### src/rtl/pipelined_barrel_shifter.sv
// Pipelined barrel shifter: rotate, logical and arithmetic shifts in both
// directions over a WIDTH-bit operand. There is one registered stage per
// shift-amount bit. Valid/ready handshakes on both sides, and the whole
// pipeline stalls together on backpressure.
module pipelined_barrel_shifter #(
  parameter int WIDTH = 8,
  localparam int SHW = $clog2(WIDTH)
) (
  input  logic             clk,
  input  logic             rst,
  input  logic             in_valid,
  output logic             in_ready,
  input  logic [WIDTH-1:0] in_data,
  input  logic [SHW-1:0]   in_amt,
  input  logic             in_dir,
  input  logic [1:0]       in_op,
  output logic             out_valid,
  input  logic             out_ready,
  output logic [WIDTH-1:0] out_data,
  output logic             out_zero,
  output logic             out_err
);

  localparam logic [1:0] OP_ROT = 2'b00;
  localparam logic [1:0] OP_ASH = 2'b10;
  localparam logic [1:0] OP_RSV = 2'b11;

  // Move x by s bit positions in the requested direction and mode. sgn is the
  // original operand MSB and fills vacated bits on arithmetic right shifts.
  // A reserved op passes x through unchanged.
  function automatic logic [WIDTH-1:0] shift_by(
    input logic [WIDTH-1:0] x,
    input int unsigned      s,
    input logic             dir,
    input logic [1:0]       op,
    input logic             sgn
  );
    logic [WIDTH-1:0] fill;
    fill = '0;
    if (op == OP_RSV) return x;
    if (dir) begin
      if (op == OP_ROT) return (x << s) | (x >> (WIDTH - s));
      return x << s;
    end
    if (op == OP_ROT) return (x >> s) | (x << (WIDTH - s));
    if (op == OP_ASH) fill = {WIDTH{sgn}} << (WIDTH - s);
    return (x >> s) | fill;
  endfunction

  // Per-stage registers. The amt value is kept pre-shifted, so the bit that
  // stage k consumes is always bit 0 of that stage's input.
  logic             valid_q [SHW];
  logic [WIDTH-1:0] data_q  [SHW];
  logic [SHW-1:0]   amt_q   [SHW];
  logic             dir_q   [SHW];
  logic [1:0]       op_q    [SHW];
  logic             sign_q  [SHW];
  logic             err_q   [SHW];
  logic             zero_q  [SHW];

  logic             valid_d [SHW];
  logic [WIDTH-1:0] data_d  [SHW];
  logic [SHW-1:0]   amt_d   [SHW];
  logic             dir_d   [SHW];
  logic [1:0]       op_d    [SHW];
  logic             sign_d  [SHW];
  logic             err_d   [SHW];
  logic             zero_d  [SHW];

  // Stage inputs: stage 0 reads the ports, and stage k reads the stage k-1
  // registers.
  logic             st_valid [SHW];
  logic [WIDTH-1:0] st_data  [SHW];
  logic [SHW-1:0]   st_amt   [SHW];
  logic             st_dir   [SHW];
  logic [1:0]       st_op    [SHW];
  logic             st_sign  [SHW];
  logic             st_err   [SHW];

  logic adv;

  // Global advance: the pipeline moves whenever the output slot is empty or
  // is being taken by the consumer.
  always_comb begin
    adv       = !valid_q[SHW-1] || out_ready;
    in_ready  = adv;
    out_valid = valid_q[SHW-1];
    out_data  = data_q[SHW-1];
    out_zero  = zero_q[SHW-1];
    out_err   = err_q[SHW-1];
  end

  // Next-state of every stage: a conditional 2^k move when amt bit k is set.
  always_comb begin
    st_valid[0] = in_valid & adv;
    st_data[0]  = in_data;
    st_amt[0]   = in_amt;
    st_dir[0]   = in_dir;
    st_op[0]    = in_op;
    st_sign[0]  = in_data[WIDTH-1];
    st_err[0]   = (in_op == OP_RSV);
    for (int k = 1; k < SHW; k++) begin
      st_valid[k] = valid_q[k-1];
      st_data[k]  = data_q[k-1];
      st_amt[k]   = amt_q[k-1];
      st_dir[k]   = dir_q[k-1];
      st_op[k]    = op_q[k-1];
      st_sign[k]  = sign_q[k-1];
      st_err[k]   = err_q[k-1];
    end
    for (int k = 0; k < SHW; k++) begin
      valid_d[k] = st_valid[k];
      data_d[k]  = st_amt[k][0]
                   ? shift_by(st_data[k], 1 << k, st_dir[k], st_op[k], st_sign[k])
                   : st_data[k];
      amt_d[k]   = st_amt[k] >> 1;
      dir_d[k]   = st_dir[k];
      op_d[k]    = st_op[k];
      sign_d[k]  = st_sign[k];
      err_d[k]   = st_err[k];
      zero_d[k]  = (data_d[k] == '0);
    end
  end

  // Stage registers: all stages load together on adv. Reset clears every
  // valid bit and the visible output registers.
  always_ff @(posedge clk) begin
    if (rst) begin
      for (int k = 0; k < SHW; k++) valid_q[k] <= 1'b0;
      data_q[SHW-1] <= '0;
      zero_q[SHW-1] <= 1'b0;
      err_q[SHW-1]  <= 1'b0;
    end else if (adv) begin
      for (int k = 0; k < SHW; k++) begin
        valid_q[k] <= valid_d[k];
        data_q[k]  <= data_d[k];
        amt_q[k]   <= amt_d[k];
        dir_q[k]   <= dir_d[k];
        op_q[k]    <= op_d[k];
        sign_q[k]  <= sign_d[k];
        err_q[k]   <= err_d[k];
        zero_q[k]  <= zero_d[k];
      end
    end
  end

endmodule
### config.mk
export PLATFORM = sky130hd
export DESIGN_NAME = pipelined_barrel_shifter
export DESIGN_NICKNAME = d
export VERILOG_FILES = /design/src/rtl/pipelined_barrel_shifter.sv
export SDC_FILE = /design/constraint.sdc
export NUM_CORES = 1
export LEC_CHECK = 0
export CORE_AREA = 5 5 66 68
export DETAILED_ROUTE_END_ITERATION = 8
export DIE_AREA = 0 0 71 73
export GPL_ROUTABILITY_DRIVEN = 0
export GPL_TIMING_DRIVEN = 1
export PLACE_DENSITY = 0.81
export SETUP_SLACK_MARGIN = 0.2
export SLEW_MARGIN = 20
export SYNTH_ARGS = -nofsm -noshare
export SYNTH_HDL_FRONTEND = slang
export SYNTH_SLANG_ARGS = --single-unit
### constraint.sdc
create_clock -name clk -period 5.8 [get_ports clk]
set_input_delay 0.87 -clock clk [delete_from_list [all_inputs] [get_ports clk]]
set_output_delay 0.87 -clock clk [all_outputs]
set_load 0.05 [all_outputs]
==> flow_summary_export.csv <==
group,metric,value,unit
worst_setup_path,critPathLaunchType,"input pin",
global_route,grt_pass1_wl,5660,microns
worst_setup_path,cp.required,4.93,ns
min_path,holdPathStages,0,
timing,fin_tns_setup,0,ns
worst_setup_path,end_kind,"output port",
timing,hold_violations,0,
min_path,hold_class,"reg2reg",
worst_setup_path,slowest_delay,0.81,ns
power,switching_power,168,uW
power,swShare,25.6,%
power,ir_worst_vdd,0.110,mV
placement,port_buffers,29,
timing,period_needed,3.12,ns
clocking,clk_latency,0.28,ns
worst_setup_path,slowest_stage,"clkdlybuf4s50_1",
global_route,grt_pass1_vias,1387,
cells_and_area,n_antenna_cell,0,
routing,wire_per_inst,13.5,microns
cells_and_area,final_layout_size_suffix_gt1_share,5.10,%
timing,finalCritPeriodShare,53.8,%
synthesis,synth_ff_type,"edfxtp_1",
power,internal_power,489,uW
clocking,cts_tree,"done",
cells_and_area,area_growth,17.5,%
cells_and_area,mostFrequentLayoutCell,"edfxtp_1",
run,maxCapViolations,0,
synthesis,syn_nets,190,
global_route,grt_overflow,0,
cells_and_area,finalCoreUtilization,62.0,%
synthesis,syn_area,2000,sq um
worst_setup_path,r2r-end,"zero_q[2]",
worst_setup_path,reg2reg_slack,4.00,ns
power,pwr-share-clk,26.1,%
placement,dp_hpwl,2380,microns
synthesis,ys_async_sr_fraction,0,%
synthesis,ys_warn_count,0,
synthesis,synth_edf_count,42,
timing,worst_slew_pin_slew,0.987,ns
power,pwr_density_cell,279,nW/um^2
floorplan,dieWidth,71,microns
cells_and_area,mostFrequentLayoutCells,"42 x edfxtp_1, 29 x clkdlybuf4s50_1, 28 x a21oi_1, 21 x nor2_1, 12 x nand2_1",
timing,relSlewSlack,34.0,%
clocking,clockRootBuffer,"clkbuf_8",
timing,whs,0.429,ns
routing,first_iter_violations,109,
power,p_leak,0.855,nW
timing,skew,0.00385,ns
floorplan,die-area,5180,sq um
synthesis,syn_area_per_cell,11.6,sq um
floorplan,core_area,3800,sq um
routing,drc,0,
floorplan,std_cell_rows,23,
clocking,clkTransAtPathRegs,0.07,ns
cells_and_area,fin_cells,246,
cells_and_area,nFillCells,319,
worst_setup_path,r2r.worst_path.cells,4,
power,seqPwrFrac,57.7,%
worst_setup_path,crit_type,"in2out",
status,outcome,"finished clean",
worst_setup_path,path_cells,"clkdlybuf4s50_1 > nand2b_1 > clkdlybuf4s50_1",
global_route,grt_max_degree,39,
clocking,numCtsBuffers,5,
timing,finalMaxSlewViolations,0,
worst_setup_path,crit_top_cell,"clkdlybuf4s50_1",
min_path,hold_end,"err_q[0][1]",
min_path,min_from,"err_q[0][0]",
routing,drtPass1Iterations,4,
timing,grt_setup_unrepaired,"no",
global_route,grt_usage,14.2,%
cells_and_area,final_nets,213,
synthesis,ys_ff_latch,42,
clocking,cts_resized,0,
floorplan,die_h,73,microns
clocking,cts_sinks,42,
clocking,htree_levels,2,
clocking,cts_buffer_depth,2,
clocking,cts_setup_buffers,0,
worst_setup_path,timing.rr.start,"op_q[0][3]",
synthesis,yosysSeqAreaShare,63.0,%
floorplan,initial_core_util,52.7,%
floorplan,ios,30,
placement,dpl.cell_count,238,
worst_setup_path,crit_arrival,2.25,ns
routing,vias,1338,
routing,ant_nets,0,
global_route,antenna_found_initial,0,
power,p_comb_share,16.2,%
synthesis,ys_types,32,
routing,vias_per_cell,5.44,
clocking,hold_buffers,0,
synthesis,postSynthCellCount,172,
timing,max_freq,0.321,GHz
timing,finalSetupViolations,0,
routing,totalWireLength,3320,microns
worst_setup_path,cp_max_fo,3,
layer usage:
layer / wire length [microns] / GRT usage (%)
met2: 1770 / 26.6
met5: 0 / 0
met4: 96 / 10.2
met3: 195 / 4.82
met1: 1260 / 12.6
layout make-up:
| type | instances | area, sq um | area share (%) |
|---|---|---|---|
| Clock inverter | 2 | 8.76 | 0.372 |
| Tap cell | 50 | 62.6 | 2.66 |
| Clock buffer | 6 | 72.6 | 3.08 |
| Timing Repair Buffer | 29 | 290 | 12.3 |
| Multi-Input combinational cell | 113 | 643 | 27.3 |
| Sequential cell | 42 | 1260 | 53.6 |
| Inverter | 4 | 15.0 | 0.638 |
power by group through the flow:
stage,clock [mW],sequential [mW],combinational (mW)
finish,0.171,0.379,0.106
global route,0.188,0.382,0.116
CTS,0.177,0.378,0.106
detailed placement,0,0.385,0.106
global placement,0,0.384,0.103
floorplan,0,0.383,0.0767
worst max-delay path: cells and delay by family:
family        cells  cell delay (ns)
simple gates      1             0.13
buf+inv           2             1.25
registers in the layout, summed over array words and instances (netlist names):
signal   flops
data_q      24
dir_q        2
sign_q       2
amt_q        3
zero_q       1
op_q         4
valid_q      3
err_q        3
per-stage QoR:
step	area [sq um]	power [mW]	setup WS (ns)
floorplan	2000	0.460	2.87
global placement	2270	0.487	2.57
detailed placement	2270	0.491	2.52
CTS	2350	0.662	2.67
global route	2350	0.686	2.65
finish	2350	0.656	2.68
cell families after synthesis:
logic type / synth area share [%]
flops: 63.0
simple gates: 12.5
mux: 5.00
xor+xnor: 0.437
compound gates: 14.2
buf+inv: 4.93
cells in the mapped netlist, types with 2 or more instances:
master | n | area share (%)
a21oi_1 | 28 | 7.0
a22oi_1 | 2 | 0.75
nor2_1 | 21 | 3.9
buf_4 | 8 | 3.0
a21boi_0 | 2 | 0.75
and2_1 | 6 | 1.9
nand2_1 | 12 | 2.2
mux2i_1 | 10 | 5.0
nand2b_1 | 3 | 0.94
o21ai_0 | 9 | 2.2
a31oi_1 | 2 | 0.62
edfxtp_1 | 42 | 63
buf_2 | 3 | 0.75
nor2b_1 | 4 | 1.2
inv_1 | 3 | 0.56
how the worst max path moves through the flow:
stage,from,endpoint,cells after the start
detailed placement,out_ready,valid_q[0][0],5
finish,out_ready,in_ready,3
global route,out_ready,in_ready,3
CTS,out_ready,in_ready,3
floorplan,out_ready,err_q[0][2],4
global placement,out_ready,valid_q[0][0],5
(Power assumes the default switching activity.)
